==> src/rtl/fxp_pkg.sv <==
// Shared fixed-point definitions for the multiplier and divider datapath blocks.
// Format is UQ(FXP_WIDTH-FXP_FRAC).FXP_FRAC; ONE is the encoding of 1.0.
package fxp_pkg;

  localparam int FXP_WIDTH = 10;
  localparam int FXP_FRAC  = 4;
  localparam int ONE       = 1 << FXP_FRAC;

  typedef enum logic [1:0] {
    IDLE = 2'd0,
    RUN  = 2'd1,
    DONE = 2'd2
  } state_t;

endpackage

==> src/rtl/mul_iter_cnt.sv <==
// Iteration counter for the shift-add multiplier: counts 0..TERM-1 while enabled,
// wraps to 0, and raises co during the last counted cycle.
module mul_iter_cnt #(
  parameter int TERM = 10
) (
  input  logic clk,
  input  logic rst,
  input  logic clr,
  input  logic en,
  output logic co
);

  localparam int CW = (TERM > 1) ? $clog2(TERM) : 1;

  logic [CW-1:0] cnt;
  logic          last;

  assign last = (cnt == CW'(TERM - 1));
  assign co   = en & last;

  always_ff @(posedge clk or posedge rst) begin
    if (rst) begin
      cnt <= '0;
    end else if (clr) begin
      cnt <= '0;
    end else if (en) begin
      cnt <= last ? '0 : cnt + CW'(1);
    end
  end

endmodule

==> src/rtl/fixed_point_multiplier.sv <==
// Sequential shift-add unsigned fixed-point multiplier: P = (A*B) >> FRAC, one
// multiplier bit per cycle. Define FXP_MUL_ROUND_EN for round-half-up instead of truncation.
//
// Handshake: start is sampled only in IDLE; busy is high in RUN and DONE; done is a
// one-cycle pulse registered out of DONE, with P/ov/zero valid from that cycle and
// held until the next done. ld_a/ld_b are ignored while busy.
module fixed_point_multiplier
  import fxp_pkg::*;
#(
  parameter int WIDTH = FXP_WIDTH,
  parameter int FRAC  = FXP_FRAC
) (
  input  logic             clk,
  input  logic             rst,
  input  logic             ld_a,
  input  logic             ld_b,
  input  logic [WIDTH-1:0] A,
  input  logic [WIDTH-1:0] B,
  input  logic             start,
  output logic             busy,
  output logic             done,
  output logic [WIDTH-1:0] P,
  output logic             ov,
  output logic             zero,
  output logic             cnt_co
);

  localparam int PW = 2 * WIDTH;

  state_t           state, state_nxt;
  logic [WIDTH-1:0] a_reg, b_reg;
  logic [WIDTH-1:0] mplier;
  logic [PW-1:0]    acc, mcand;
  logic             start_ok;
  logic             run_en;
  logic [PW:0]      full_adj;
  logic [WIDTH-1:0] p_nxt;
  logic             ov_nxt;

  assign start_ok = (state == IDLE) && start;
  assign run_en   = (state == RUN);
  assign busy     = (state != IDLE);

  mul_iter_cnt #(
    .TERM (WIDTH)
  ) u_iter_cnt (
    .clk (clk),
    .rst (rst),
    .clr (state == IDLE),
    .en  (run_en),
    .co  (cnt_co)
  );

  always_ff @(posedge clk or posedge rst) begin
    if (rst) begin
      state <= IDLE;
    end else begin
      state <= state_nxt;
    end
  end

  always_comb begin
    state_nxt = state;
    case (state)
      IDLE:    if (start) state_nxt = RUN;
      RUN:     if (cnt_co) state_nxt = DONE;
      DONE:    state_nxt = IDLE;
      default: state_nxt = IDLE;
    endcase
  end

  always_ff @(posedge clk or posedge rst) begin
    if (rst) begin
      a_reg <= '0;
      b_reg <= '0;
    end else if (state == IDLE) begin
      if (ld_a) a_reg <= A;
      if (ld_b) b_reg <= B;
    end
  end

  // Operands loaded in the start cycle bypass the registers so they take effect at once.
  always_ff @(posedge clk or posedge rst) begin
    if (rst) begin
      acc    <= '0;
      mcand  <= '0;
      mplier <= '0;
    end else if (start_ok) begin
      acc    <= '0;
      mcand  <= {{WIDTH{1'b0}}, (ld_a ? A : a_reg)};
      mplier <= ld_b ? B : b_reg;
    end else if (run_en) begin
      if (mplier[0]) acc <= acc + mcand;
      mcand  <= mcand << 1;
      mplier <= mplier >> 1;
    end
  end

`ifdef FXP_MUL_ROUND_EN
  assign full_adj = {1'b0, acc} + ((PW + 1)'(1) << (FRAC - 1));
`else
  assign full_adj = {1'b0, acc};
`endif

  assign p_nxt  = WIDTH'(full_adj >> FRAC);
  assign ov_nxt = |(full_adj >> (WIDTH + FRAC));

  always_ff @(posedge clk or posedge rst) begin
    if (rst) begin
      done <= 1'b0;
      P    <= '0;
      ov   <= 1'b0;
      zero <= 1'b1;
    end else begin
      done <= (state == DONE);
      if (state == DONE) begin
        P    <= p_nxt;
        ov   <= ov_nxt;
        zero <= (p_nxt == '0);
      end
    end
  end

endmodule

==> config.mk <==
export PLATFORM = sky130hd
export DESIGN_NAME = fixed_point_multiplier
export DESIGN_NICKNAME = d
export VERILOG_FILES = /design/src/rtl/fxp_pkg.sv /design/src/rtl/mul_iter_cnt.sv /design/src/rtl/fixed_point_multiplier.sv
export SDC_FILE = /design/constraint.sdc
export NUM_CORES = 1
export LEC_CHECK = 0
export ABC_AREA = 0
export BUFFER_PORTS_ARGS = -buffer_cell sky130_fd_sc_hd__clkbuf_2
export CORE_MARGIN = 5
export CORE_UTILIZATION = 30
export DETAILED_ROUTE_END_ITERATION = 8
export GPL_ROUTABILITY_DRIVEN = 0
export GPL_TIMING_DRIVEN = 0
export PLACE_DENSITY = 0.51
export SYNTH_ARGS = -nofsm -noshare
export SYNTH_HDL_FRONTEND = slang
export SYNTH_SLANG_ARGS = --single-unit
==> constraint.sdc <==
create_clock -name clk -period 4.1 [get_ports clk]
set_input_delay 0.82 -clock clk [delete_from_list [all_inputs] [get_ports clk]]
set_output_delay 0.82 -clock clk [all_outputs]
set_load 0.02 [all_outputs]
# After elaboration in Yosys (flattened, before gate mapping)
# Index checks and enable logic that the tools add are counted.
[classes]
n_eq_ne = 5
bitwise = 1
n_addsub = 2
reduce_logical = 10
muxes = 15
[op_table]
columns = ["operator", "count"]
rows = [
  ["$mux 20", 5],
  ["$mux 10", 4],
  ["$add 20x20->20", 1],
  ["$mux 4", 3],
  ["$logic_not 10->1", 1],
  ["$reduce_bool 2->1", 4],
  ["$reduce_or 6->1", 1],
  ["$add 4x1->4 const B", 1],
  ["$eq 4x4->1 const B", 1],
  ["$mux 2", 2],
  ["$ne 2x2->1 const B", 2],
  ["$pmux 2 s2", 1],
  ["$reduce_and 2->1", 2],
  ["$eq 2x1->1 const B", 1],
  ["$eq 2x2->1 const B", 1],
  ["$logic_not 2->1", 1],
  ["$and 1x1->1", 1],
  ["$logic_and 1x1->1", 1],
]
[word_totals]
wordCells = 44
output_inout_bits = 15
input_bits = 25
regBits = 89

# Longest topological paths before layout
# Gate-level depths: netlist (run 1).
[depth]
ltp_word = 4
ltp_mapped = 10
mapped_depth_nobuf = 10

# By module
# Synthesis (run 1) repeated with hierarchy kept, for this count alone.
[hier_totals]
cells_unflattened = 466
hier_area_um2 = 4774.6
[by_module_without_submodules]
columns = ["mod", "seq_area_each_um2", "area_each_um2", "cells_each", "instances"]
rows = [
  ["fixed_point_multiplier", 2128.3, 4533.1, 439, 1],
  ["mul_iter_cnt", 100.1, 241.5, 27, 1],
]

# Worst setup path before layout (run 1)
# No wires, ideal clock.
[synth_path]
path_kind = "reg2reg"
from = "reg acc[4]"
to = "reg acc[9]"
path_stages_with_launch = 9
period_less_slack_ns = 2.182
path_slack_ns = 1.918
path_buffers = 0
t_arrival_ns = 2.061
path_cell_list = "dfrtp_1 -> ha_1 -> a21o_1 -> a31oi_2 -> a21oi_1 -> o31ai_2 -> a21boi_0 -> or3_1 -> a32o_1"
[synth_between]
elab_chain_len = 4
[synth_lines]
columns = ["element", "line", "rtl"]
rows = [
  ["start, declared", "fixed_point_multiplier.sv:33", "logic [PW-1:0] acc, mcand;"],
  ["start signal, assigned", "fixed_point_multiplier.sv:93", "if (mplier[0]) acc <= acc + mcand;"],
  ["$add 20x20->20", "fixed_point_multiplier.sv:93", ""],
  ["$mux 20", "fixed_point_multiplier.sv:93", ""],
  ["$mux 20", "fixed_point_multiplier.sv:92", "end else if (run_en) begin"],
  ["$mux 20", "fixed_point_multiplier.sv:88", "end else if (start_ok) begin"],
]
# No other way between the ends. The select of a mux whose other input is x is not followed.
# A chain may end at the register's enable or synchronous reset.

# Worst setup path after layout (run 1)
[layout_path]
from = "reg state[1]"
to = "out cnt_co"
[layout_between]
elab_chain_len = 2
[layout_lines]
columns = ["element", "line", "rtl"]
rows = [
  ["start, declared", "fixed_point_multiplier.sv:30", "state_t state, state_nxt;"],
  ["start signal, assigned", "fixed_point_multiplier.sv:58", "state <= state_nxt;"],
  ["$eq 2x1->1", "fixed_point_multiplier.sv:41", "assign run_en = (state == RUN);"],
  ["$and 1x1->1", "mul_iter_cnt.sv:19", "assign co = en & last;"],
  ["end, declared", "fixed_point_multiplier.sv:25", "output logic cnt_co"],
]
# No other way between the ends.

==> impl_results.rst, run 1 <==
.. list-table::
   :header-rows: 1

   * - Metric
     - Value
   * - Outcome
     - complete, no violations
   * - Number of pins exceeding their max-slew limit in the final report
     - 0
   * - Post-synth design cell area
     - 4620 um^2
   * - Number of enable flip-flop cells after synthesis
     - 0
   * - Buffer depth of the longest clock path
     - 2
   * - Commonest cells post-synth
     - dfrtp_1, nand2_1, o21ai_0
   * - H-tree levels
     - 3
   * - Warnings, synthesis
     - 0
   * - Top-level I/O count
     - 40
   * - Fin nets
     - 544
   * - Category of the most critical setup path
     - reg2out
   * - Setup bufs post-CTS
     - 0
   * - Worst endpoint required time
     - 3280 ps
   * - Cell types occupying the most area after synthesis
     - dfrtp_1, mux2_2, ha_1
   * - Fin crit period
     - 2980 ps
   * - Layout filler cell count
     - 1,541
   * - Sinks on Clock Net
     - 89
   * - Initial Utilization
     - 0.305
   * - Worst-case vdd ir drop
     - 0.334 mV
   * - Final total power
     - 3.95 mW
   * - Area grow syn2layout
     - 16.2%
   * - Non-Filler Instances
     - 690
   * - Violation count after the first detailed-route iteration
     - 150
   * - Setup skew after layout
     - 7.72 ps
   * - Class of the tightest hold or removal check
     - in2async
   * - Wire length of the first global-routing pass
     - 18,200 um
   * - Cell count after synthesis
     - 446
   * - CTS tree
     - done
   * - Count of antenna-violating nets left after detailed routing
     - 0
   * - Power density normalized to cell area
     - 736 nW/um^2
   * - Quantity of hold-fixing buffers added after cts
     - 0
   * - Setup crit start kind
     - flip-flop
   * - Drt total wl
     - 10,500 um
   * - Transition time of the tightest slew-check pin
     - 703 ps
   * - Share of cells above drive strength 1
     - 0.189
   * - Number of diodes added for antenna fixing
     - 0
   * - Critical-path maximum fanout
     - 10
   * - Count of unresolved DRC violations after routing
     - 0
   * - Total iterations of the first detailed-routing run
     - 4
   * - Final number of setup-violating endpoints
     - 0
   * - Largest regs
     - acc: 20 flops, mcand: 20 flops
   * - Wire per inst
     - 15.3 um
   * - Estimated wirelength of the detail-placed design
     - 7700 um
   * - Via count of the first global-routing pass
     - 3,515
   * - Clock insertion delay at the later pin of the skew report
     - 350 ps
   * - Vertical die dimension
     - 134 um
   * - Via count normalized by instance count
     - 5.01
   * - Overall Global Routing Usage
     - 0.126
   * - Std-Cell Rows
     - 45
   * - Maximum number of pins on one net before global-route repair
     - 68
   * - Max-capacitance violation count
     - 0
   * - Number of antenna violations at the first check in global routing
     - 0
   * - Ys flop type
     - dfrtp_1
   * - Sequential fraction of the synthesis area
     - 0.482
   * - Post-synthesis async set-or-reset flop share
     - 1.00
   * - Endpoint kind of the worst setup timing path
     - primary output
   * - Horizontal extent of the die
     - 134 um
   * - Total of flip-flops plus latches after synthesis
     - 89
   * - Number of different library cells in the post-synthesis netlist
     - 49
   * - Yosys top cell area share
     - 0.476
   * - Post-CTS clock slew at the launch and capture registers of the worst setup and hold paths
     - 70 ps
   * - Final number of hold-violating endpoints
     - 0
   * - Max-slew headroom at the worst pin
     - 0.531
   * - Total vias in the final route
     - 3,459
   * - Hold Worst Slack
     - 420 ps
   * - DIE AREA
     - 18,000 um^2
   * - RSZ-0062 raised after global routing
     - false
   * - Top cell type by total area after synthesis
     - dfrtp_1
   * - Total overflow reported by the global router
     - 0
   * - Average size of a mapped cell
     - 10.4 um^2
   * - Leakage
     - 2.44 nW
   * - Final clock period utilization by the worst path
     - 0.726
   * - Count of input and output buffers
     - 39
   * - # placed instances
     - 674
   * - Root buffer selected by CTS
     - clkbuf_16
   * - Number of gates resized after CTS
     - 0
   * - Inserted Clock Buffers
     - 9
   * - Arrival time reported for the critical path endpoint
     - 2160 ps
   * - Cell with the most instances after synthesis
     - dfrtp_1
   * - Area inside the core boundary
     - 15,100 um^2
   * - Net count after synthesis
     - 493
   * - Max Fclk
     - 0.336 GHz
## area by class of cell
cell class / count / area, um^2 / area share
Buffer: 20 / 78.8 / 0.0147
Clock buffer: 11 / 253 / 0.0470
Clock inverter: 5 / 37.5 / 0.00698
Inverter: 13 / 51.3 / 0.00954
Multi-Input combinational cell: 324 / 2270 / 0.422
Sequential cell: 89 / 2230 / 0.415
Tap cell: 188 / 235 / 0.0438
Timing Repair Buffer: 40 / 223 / 0.0414
## path summary, 6_finish.rpt
path | startpoint | depth (start not counted) | endpoint | slack [ps]
worst min register to register | acc[19] | 1 | acc[19] | 480
max in group asynchronous | rst | 3 | zero | 3010
worst max register to register | mcand[0] | 10 | acc[16] | 1380
worst max-delay path | state[1] | 6 | cnt_co | 1120
min in group clk | acc[19] | 1 | acc[19] | 480
worst min-delay path | rst | 2 | a_reg[5] | 420
## kinds of logic (layout without fill, tap and decap cells)
group                      Yosys count  in the layout  synth area share
and+or+nand+nor                    135            135             0.137
muxes                               48             48             0.112
xor gates and xnor gates            14             14            0.0265
AOI/OAI and AO/OA                  105            105             0.154
buffers and inverters               33             89            0.0276
DFF                                 89             89             0.482
adders and majority gates           22             22            0.0611
## metal layers
metal	up-vias	routed length, um	track usage
li1	1717	-	-
met1	1659	5300	0.180
met2	73	4580	0.187
met3	10	500	0.0304
met4	0	167	0.0407
met5	-	0	0
## worst max-delay path, cell delays in order (launching register included)
cell and delay, ps:
dfrtp_1 330, buf_2 210, nand2b_1 130, clkbuf_1 370
clkbuf_1 460, nor2_1 130, clkbuf_2 180
## stage by stage
step | utilization | TNS [ps] | setup slack (ps) | cell area, um^2
6_report | 0.355 | 0 | 1120 | 5380
5_1_grt | 0.355 | 0 | 958 | 5380
4_1_cts | 0.355 | 0 | 1080 | 5380
3_5_place_dp | 0.336 | 0 | 1460 | 5080
3_3_place_gp | 0.334 | -11020 | -132 | 5050
2_1_floorplan | - | 0 | 975 | 4620
## power breakdown
group	total, mW	switching [mW]	internal, mW
sequential	1.50	0.266	1.23
combinational	1.66	0.944	0.714
clock	0.801	0.355	0.446
total	3.95	1.56	2.39
## placed cells by master (no fill, tap or decap), drive strengths merged, types with 3 or more instances in the layout
cell type | Yosys | final
inv | 13 | 14
a21boi | 4 | 4
a221o | 14 | 14
mux2 | 29 | 29
o31ai | 3 | 3
a31oi | 4 | 4
buf | 4 | 5
xor2 | 8 | 8
a211oi | 5 | 5
nand3 | 19 | 19
a21o | 4 | 4
nor2 | 32 | 32
o21ai | 34 | 34
and3 | 3 | 3
ha | 21 | 21
nor2b | 5 | 5
dfrtp | 88 | 88
xnor2 | 6 | 6
mux2i | 19 | 19
a32o | 3 | 3
nor4 | 3 | 3
or3 | 3 | 3
clkbuf | 16 | 66
nand4 | 6 | 6
and2 | 4 | 4
a21oi | 21 | 21
nand2 | 52 | 52
nor3 | 3 | 3
No activity file was read; power rests on OpenSTA's default activity.
==> run 2, diff against run 1 <==
--- a/config.mk
+++ b/config.mk
@@ -5,14 +5,14 @@
 export SDC_FILE = /design/constraint.sdc
 export NUM_CORES = 1
 export LEC_CHECK = 0
-export ABC_AREA = 0
+export ABC_AREA = 1
 export BUFFER_PORTS_ARGS = -buffer_cell sky130_fd_sc_hd__clkbuf_2
 export CORE_MARGIN = 5
 export CORE_UTILIZATION = 30
 export DETAILED_ROUTE_END_ITERATION = 8
 export GPL_ROUTABILITY_DRIVEN = 0
 export GPL_TIMING_DRIVEN = 0
-export PLACE_DENSITY = 0.51
+export PLACE_DENSITY = 0.52
 export SYNTH_ARGS = -nofsm -noshare
 export SYNTH_HDL_FRONTEND = slang
 export SYNTH_SLANG_ARGS = --single-unit
==> constraint.sdc (replaced) <==
create_clock -name clk -period 2.4 [get_ports clk]
set_input_delay 0.48 -clock clk [delete_from_list [all_inputs] [get_ports clk]]
set_output_delay 0.48 -clock clk [all_outputs]
set_load 0.02 [all_outputs]
==> impl_results.rst, run 2 <==
.. list-table::
   :header-rows: 1

   * - Metric
     - Value
   * - Outcome
     - complete, no violations (unchanged)
   * - Overall Global Routing Usage
     - 0.138 (was 0.126)
   * - Max-slew headroom at the worst pin
     - 0.646 (was 0.531)
   * - Cell with the most instances on the worst path
     - inv_2 (was clkbuf_1)
   * - Final total power
     - 7.11 mW (was 3.95 mW)
   * - Drt total wl
     - 11,900 um (was 10,500 um)
   * - Setup crit start kind
     - flip-flop (unchanged)
   * - Layout Cell Area excl Fill
     - 5690 um^2 (was 5380 um^2)
   * - Wire length of the first global-routing pass
     - 20,700 um (was 18,200 um)
   * - Warnings, synthesis
     - 0 (unchanged)
   * - Critical-path maximum fanout
     - 10 (unchanged)
   * - Total of flip-flops plus latches after synthesis
     - 89 (unchanged)
   * - CTS tree
     - done (unchanged)
   * - H-tree levels
     - 3 (unchanged)
   * - FF+latch area
     - 2230 um^2 (unchanged)
   * - Post-synthesis async set-or-reset flop share
     - 1.00 (unchanged)
   * - Count of unresolved DRC violations after routing
     - 0 (unchanged)
   * - Multi-input gate area in the final layout
     - 2160 um^2 (was 2270 um^2)
   * - Cell at the slowest stage of the critical path
     - dfrtp_1 (was clkbuf_1)
   * - Buf+Inv Stages, Crit Path
     - 4 (unchanged)
   * - Ys flop type
     - dfrtp_1 (unchanged)
   * - Total Neg Setup Slack
     - 0 ps (unchanged)
   * - Power density normalized to cell area
     - 1250 nW/um^2 (was 736 nW/um^2)
   * - Count of input and output buffers
     - 37 (was 39)
   * - Via count of the first global-routing pass
     - 4,365 (was 3,515)
   * - Endpoint kind of the worst setup timing path
     - primary output (unchanged)
   * - Total overflow reported by the global router
     - 0 (unchanged)
   * - Final number of hold-violating endpoints
     - 0 (unchanged)
   * - Placed cell area
     - 5380 um^2 (was 5080 um^2)
   * - Cell count after synthesis
     - 631 (was 446)
   * - Setup bufs post-CTS
     - 0 (unchanged)
   * - RSZ-0062 raised after global routing
     - false (unchanged)
   * - Cell with the most instances after synthesis
     - nand2_1 (was dfrtp_1)
   * - Number of antenna violations at the first check in global routing
     - 0 (unchanged)
   * - Max stage delay on crit path
     - 420 ps (was 460 ps)
   * - Post-CTS clock slew at the launch and capture registers of the worst setup and hold paths
     - 70 ps (about the same)
   * - Number of diodes added for antenna fixing
     - 0 (unchanged)
   * - Commonest cells post-synth
     - nand2_1, inv_1, dfrtp_1 (was dfrtp_1, nand2_1, o21ai_0)
   * - Sequential fraction of the synthesis area
     - 0.457 (was 0.482)
   * - Quantity of hold-fixing buffers added after cts
     - 0 (unchanged)
   * - Worst endpoint required time
     - 1920 ps (was 3280 ps)
   * - Estimated wirelength of the detail-placed design
     - 9230 um (was 7700 um)
   * - Top-level I/O count
     - 40 (unchanged)
   * - Net count after synthesis
     - 678 (was 493)
   * - List of cells traversed by the critical path
     - inv_2 -> nor2_4 -> inv_2 -> clkbuf_1 -> nor2_1 -> clkbuf_2 (was buf_2 -> nand2b_1 -> clkbuf_1 -> clkbuf_1 -> nor2_1 -> clkbuf_2)
   * - Share of cells above drive strength 1
     - 0.114 (was 0.189)
   * - Arrival time reported for the critical path endpoint
     - 1660 ps (was 2160 ps)
   * - Number of gates resized after CTS
     - 0 (unchanged)
   * - Horizontal extent of the die
     - 138 um (was 134 um)
   * - Area grow syn2layout
     - 16.6% (was 16.2%)
   * - Wire per inst
     - 13.2 um (was 15.3 um)
   * - Category of the most critical setup path
     - reg2out (unchanged)
   * - Area inside the core boundary
     - 15,900 um^2 (was 15,100 um^2)
   * - Number of different library cells in the post-synthesis netlist
     - 32 (was 49)
   * - Max-capacitance violation count
     - 0 (unchanged)
   * - Top library cells by usage in the layout, fill and taps aside
     - nand2_1, inv_1, dfrtp_1 (was dfrtp_1, nand2_1, clkbuf_2)
   * - Final number of setup-violating endpoints
     - 0 (unchanged)
   * - Final clock period utilization by the worst path
     - 0.893
   * - Yosys top cell area share
     - 0.451 (was 0.476)
   * - Transition time of the tightest slew-check pin
     - 530 ps (was 703 ps)
   * - Worst-case vdd ir drop
     - 0.447 mV (was 0.334 mV)
   * - Vertical die dimension
     - 138 um (was 134 um)
   * - Number of enable flip-flop cells after synthesis
     - 0 (unchanged)
   * - Total vias in the final route
     - 4,161 (was 3,459)
   * - Sinks on Clock Net
     - 89 (unchanged)
   * - Fin crit period
     - 2140 ps
   * - Cell types occupying the most area after synthesis
     - dfrtp_1, nand2_1, inv_1 (was dfrtp_1, mux2_2, ha_1)
   * - Number of pins exceeding their max-slew limit in the final report
     - 0 (unchanged)
   * - Non-Filler Instances
     - 901 (was 690)
   * - Layout filler cell count
     - 1,729 (was 1,541)
   * - Top cell type by total area after synthesis
     - dfrtp_1 (unchanged)
   * - DIE AREA
     - 18,900 um^2 (was 18,000 um^2)
   * - # placed instances
     - 886 (was 674)
   * - Fin nets
     - 728 (was 544)
   * - Average size of a mapped cell
     - 7.74 um^2 (was 10.4 um^2)
   * - Max Fclk
     - 0.467 GHz
   * - Initial Utilization
     - 0.306 (was 0.305)
   * - Post-synth design cell area
     - 4880 um^2 (was 4620 um^2)
   * - Setup skew after layout
     - 9.34 ps (was 7.72 ps)
   * - Inserted Clock Buffers
     - 9 (unchanged)
   * - Class of the tightest hold or removal check
     - in2async (unchanged)
   * - Via count normalized by instance count
     - 4.62 (was 5.01)
   * - Leakage
     - 2.87 nW (was 2.44 nW)
   * - Std-Cell Rows
     - 46 (was 45)
   * - Largest regs
     - acc: 20 flops, mcand: 20 flops (unchanged)
   * - Violation count after the first detailed-route iteration
     - 186 (was 150)
   * - Buffer depth of the longest clock path
     - 2 (unchanged)
   * - Most common cell after layout, fill and taps aside
     - nand2_1 (was dfrtp_1)
   * - Delay-heaviest family, CP
     - buffers and inverters (unchanged)
   * - Count of antenna-violating nets left after detailed routing
     - 0 (unchanged)
   * - Root buffer selected by CTS
     - clkbuf_16 (unchanged)
   * - Maximum number of pins on one net before global-route repair
     - 39 (was 68)
   * - Total iterations of the first detailed-routing run
     - 4 (unchanged)
   * - Clock insertion delay at the later pin of the skew report
     - 350 ps (about the same)
-- run 2: cell families after synthesis --
family,share of synthesized area
buffers and inverters,0.100
XOR/XNOR,0.0108
flip-flops,0.457
AO/OA/AOI/OAI,0.142
AND/OR/NAND/NOR,0.228
adder cells (fa/ha/maj),0.0579
multiplexers,0.00410
-- run 2: per-layer routing --
layer	track usage	routed length [um]
met5	0	0
met4	0.0382	146
met3	0.0299	505
met2	0.220	5320
met1	0.189	5930
-- run 2: power breakdown --
part	leakage, nW	internal [mW]	switching, mW	total [mW]
registers	1.13	2.09	0.367	2.46
logic	1.59	1.11	2.02	3.13
clock network	0.150	0.914	0.607	1.52
-- run 2: area by class of cell --
class	instances	area share
clock buffer	11	0.0409
timing repair buffer	39	0.0396
sequential	89	0.392
buffer	19	0.0178
tap	216	0.0475
inverter	103	0.0690
multi-input combinational	420	0.380
clock inverter	4	0.0136
-- run 2: final timing paths --
check                            endpoint  slack [ps]  startpoint  cells after the start
min in group clk                mplier[9]         460        B[9]                      3
worst min-delay path             a_reg[7]         160         rst                      2
worst min register to register       zero         470        zero                      2
worst max-delay path               cnt_co         260    state[0]                      6
worst max register to register    acc[16]         430      acc[0]                     13
max in group asynchronous            zero        1620         rst                      3
-- run 2: metrics by stage --
| step | utilization | setup WS [ps] | hold WS [ps] |
|---|---|---|---|
| after global placement | 0.335 | 237 | 455 |
| after global routing | 0.357 | 90.5 | 186 |
| final | 0.357 | 258 | 158 |
| after detailed placement | 0.337 | 435 | 458 |
| after CTS | 0.357 | 216 | 165 |
| after floorplan | - | 707 | 452 |
==> run 3, diff against run 2 <==
--- a/config.mk
+++ b/config.mk
@@ -15,4 +15,5 @@
 export PLACE_DENSITY = 0.52
 export SYNTH_ARGS = -nofsm -noshare
 export SYNTH_HDL_FRONTEND = slang
+export SYNTH_HIERARCHICAL = 1
 export SYNTH_SLANG_ARGS = --single-unit
==> impl_results.rst, run 3 <==
.. list-table::
   :header-rows: 1

   * - Metric
     - Value
   * - Quantity of hold-fixing buffers added after cts
     - 0 (unchanged)
   * - Sequential fraction of the synthesis area
     - 0.448 (was 0.457)
   * - Internal reg-to-reg setup slack
     - 430 ps (about the same)
   * - Inserted Clock Buffers
     - 9 (unchanged)
   * - Initial Utilization
     - 0.303 (was 0.306)
   * - Total iterations of the first detailed-routing run
     - 4 (unchanged)
   * - Startpoint of the worst-slack reg-to-reg timing path
     - mcand[0] (was acc[0])
   * - Class of the tightest hold or removal check
     - in2async (unchanged)
   * - Outcome
     - complete, no violations (unchanged)
   * - RSZ-0062 raised after global routing
     - false (unchanged)
   * - Final clock period utilization by the worst path
     - 0.862 (was 0.893)
   * - Capturing element of the worst setup path
     - cnt_co (unchanged)
   * - Warnings, synthesis
     - 6 (was 0)
   * - Yosys top cell area share
     - 0.443 (was 0.451)
   * - Fin crit period
     - 2070 ps (was 2140 ps)
   * - List of cells traversed by the critical path
     - inv_1 -> ha_1 -> nand3_2 -> nor2_1 -> clkbuf_2 (was inv_2 -> nor2_4 -> inv_2 -> clkbuf_1 -> nor2_1 -> clkbuf_2)
   * - Via count of the first global-routing pass
     - 4,205 (was 4,365)
   * - Clock insertion delay at the later pin of the skew report
     - 350 ps (about the same)
   * - Net count after synthesis
     - 694 (was 678)
   * - Max stage delay on crit path
     - 410 ps (was 420 ps)
   * - FF+latch area
     - 2230 um^2 (unchanged)
   * - Transition time of the tightest slew-check pin
     - 569 ps (was 530 ps)
   * - Max Fclk
     - 0.484 GHz (was 0.467 GHz)
   * - Sinks on Clock Net
     - 89 (unchanged)
   * - Share of cells above drive strength 1
     - 0.137 (was 0.114)
   * - Post-CTS clock slew at the launch and capture registers of the worst setup and hold paths
     - 70 ps (about the same)
   * - Wire length of the first global-routing pass
     - 20,500 um (was 20,700 um)
   * - Worst-case vdd ir drop
     - 0.431 mV (was 0.447 mV)
   * - Leakage
     - 2.89 nW (was 2.87 nW)
   * - Largest regs
     - acc: 20 flops, mcand: 20 flops (unchanged)
   * - Std-Cell Rows
     - 47 (was 46)
   * - Number of enable flip-flop cells after synthesis
     - 0 (unchanged)
   * - Arrival time reported for the critical path endpoint
     - 1590 ps (was 1660 ps)
   * - Total vias in the final route
     - 4,122 (was 4,161)
   * - Cell count after synthesis
     - 647 (was 631)
   * - Critical-path maximum fanout
     - 4 (was 10)
   * - Count of unresolved DRC violations after routing
     - 0 (unchanged)
   * - Cell at the slowest stage of the critical path
     - dfrtp_1 (unchanged)
   * - Final number of hold-violating endpoints
     - 0 (unchanged)
   * - H-tree levels
     - 3 (unchanged)
   * - CTS tree
     - done (unchanged)
   * - Average size of a mapped cell
     - 7.69 um^2 (was 7.74 um^2)
   * - Via count normalized by instance count
     - 4.47 (was 4.62)
   * - Number of gates resized after CTS
     - 0 (unchanged)
   * - Multi-input gate area in the final layout
     - 2210 um^2 (was 2160 um^2)
   * - Wire per inst
     - 12.8 um (was 13.2 um)
   * - Buffer depth of the longest clock path
     - 2 (unchanged)
   * - Fin nets
     - 744 (was 728)
   * - Endpoint of the lowest-slack register-to-register path
     - acc[14] (was acc[16])
   * - Total Neg Setup Slack
     - 0 ps (unchanged)
   * - Power density normalized to cell area
     - 1220 nW/um^2 (was 1250 nW/um^2)
   * - Depth of the most critical reg-to-reg path
     - 11 (was 13)
   * - Count of input and output buffers
     - 37 (unchanged)
   * - Max-capacitance violation count
     - 0 (unchanged)
   * - Total overflow reported by the global router
     - 0 (unchanged)
   * - Number of diodes added for antenna fixing
     - 0 (unchanged)
   * - Horizontal extent of the die
     - 139 um (was 138 um)
   * - Commonest cells post-synth
     - nand2_1, inv_1, dfrtp_1 (unchanged)
   * - DIE AREA
     - 19,300 um^2 (was 18,900 um^2)
   * - Setup crit start kind
     - flip-flop (unchanged)
   * - Number of different library cells in the post-synthesis netlist
     - 38 (was 32)
   * - Number of antenna violations at the first check in global routing
     - 0 (unchanged)
   * - Count of antenna-violating nets left after detailed routing
     - 0 (unchanged)
   * - Area inside the core boundary
     - 16,400 um^2 (was 15,900 um^2)
   * - Post-synth design cell area
     - 4980 um^2 (was 4880 um^2)
   * - Cell with the most instances after synthesis
     - nand2_1 (unchanged)
   * - Number of pins exceeding their max-slew limit in the final report
     - 0 (unchanged)
   * - Total of flip-flops plus latches after synthesis
     - 89 (unchanged)
   * - Category of the most critical setup path
     - reg2out (unchanged)
   * - Top library cells by usage in the layout, fill and taps aside
     - nand2_1, inv_1, dfrtp_1 (unchanged)
   * - Setup bufs post-CTS
     - 0 (unchanged)
   * - Root buffer selected by CTS
     - clkbuf_16 (unchanged)
   * - Overall Global Routing Usage
     - 0.130 (was 0.138)
   * - Non-Filler Instances
     - 922 (was 901)
   * - Startpoint of the most critical setup path
     - u_iter_cnt/cnt[1] (was state[0])
   * - Maximum number of pins on one net before global-route repair
     - 40 (was 39)
   * - Post-synthesis async set-or-reset flop share
     - 1.00 (unchanged)
   * - Endpoint kind of the worst setup timing path
     - primary output (unchanged)
   * - Cell types occupying the most area after synthesis
     - dfrtp_1, nand2_1, inv_1 (unchanged)
   * - Violation count after the first detailed-route iteration
     - 204 (was 186)
   * - Final number of setup-violating endpoints
     - 0 (unchanged)
   * - Layout filler cell count
     - 1,760 (was 1,729)
   * - Vertical die dimension
     - 139 um (was 138 um)
   * - Drt total wl
     - 11,800 um (was 11,900 um)
   * - Max-slew headroom at the worst pin
     - 0.620 (was 0.646)
   * - Area grow syn2layout
     - 15.8% (was 16.6%)
   * - Ys flop type
     - dfrtp_1 (unchanged)
   * - Setup skew after layout
     - 9.48 ps (was 9.34 ps)
   * - Worst endpoint required time
     - 1920 ps (about the same)
   * - # placed instances
     - 906 (was 886)
   * - Estimated wirelength of the detail-placed design
     - 9050 um (was 9230 um)
   * - Top cell type by total area after synthesis
     - dfrtp_1 (unchanged)
   * - Top-level I/O count
     - 40 (unchanged)
   * - Most common cell after layout, fill and taps aside
     - nand2_1 (unchanged)
-- run 3: area by class of cell --
cell class | instances | share of cell area
clock inverter | 5 | 0.00673
sequential | 89 | 0.387
buffer | 20 | 0.0193
inverter | 113 | 0.0743
timing repair buffer | 39 | 0.0391
clock buffer | 11 | 0.0421
multi-input combinational | 425 | 0.384
tap | 220 | 0.0478
-- run 3: worst min-delay path by stage --
stage	start	endpoint	slack [ps]	cells after the start
after detailed placement	rst	u_iter_cnt/cnt[3]	390	2
after floorplan	rst	u_iter_cnt/cnt[0]	250	1
after global routing	rst	u_iter_cnt/cnt[0]	30	2
after global placement	rst	u_iter_cnt/cnt[1]	390	2
after CTS	rst	u_iter_cnt/cnt[0]	6	2
final	rst	u_iter_cnt/cnt[0]	20	2
-- run 3: cell families (layout without fill, tap and decap cells) --
group,Yosys count,after routing,synth area share
buffers and inverters,133,188,0.108
XOR/XNOR,3,3,0.00528
adder cells (fa/ha/maj),22,22,0.0568
flip-flops,89,89,0.448
AND/OR/NAND/NOR,268,268,0.229
multiplexers,2,2,0.00402
AO/OA/AOI/OAI,130,130,0.149
-- run 3: critical path: cells and delay by family, from the launching register on --
kind	cells	cell delay, ps
flip-flops	1	410
buffers and inverters	2	310
AND/OR/NAND/NOR	2	310
adder cells (fa/ha/maj)	1	200
-- run 3: per-stage QoR --
stage | hold WS (ps) | instance area, um^2 | power [mW] | utilization | setup WS (ps)
floorplan | 246 | 4980 | 4.89 | - | 732
global route | 28.3 | 5760 | 7.74 | 0.351 | 229
CTS | 6.32 | 5760 | 7.14 | 0.351 | 284
finish | 15.3 | 5760 | 7.04 | 0.351 | 332
detailed placement | 394 | 5480 | 5.75 | 0.334 | 450
global placement | 392 | 5440 | 5.70 | 0.332 | 233
-- run 3: power breakdown --
part           switching (mW)  leakage (nW)  internal [mW]
clock                   0.622         0.142          0.740
combinational            2.09          1.64           1.17
sequential              0.349          1.11           2.07
total                    3.06          2.89           3.98
-- run 3: per-layer routing --
layer	up-vias	track usage	share of wire
li1	2185	-	-
met2	57	0.203	0.46
met3	8	0.0359	0.030
met4	0	0.0294	0.010
met5	-	0	0
met1	1872	0.180	0.50
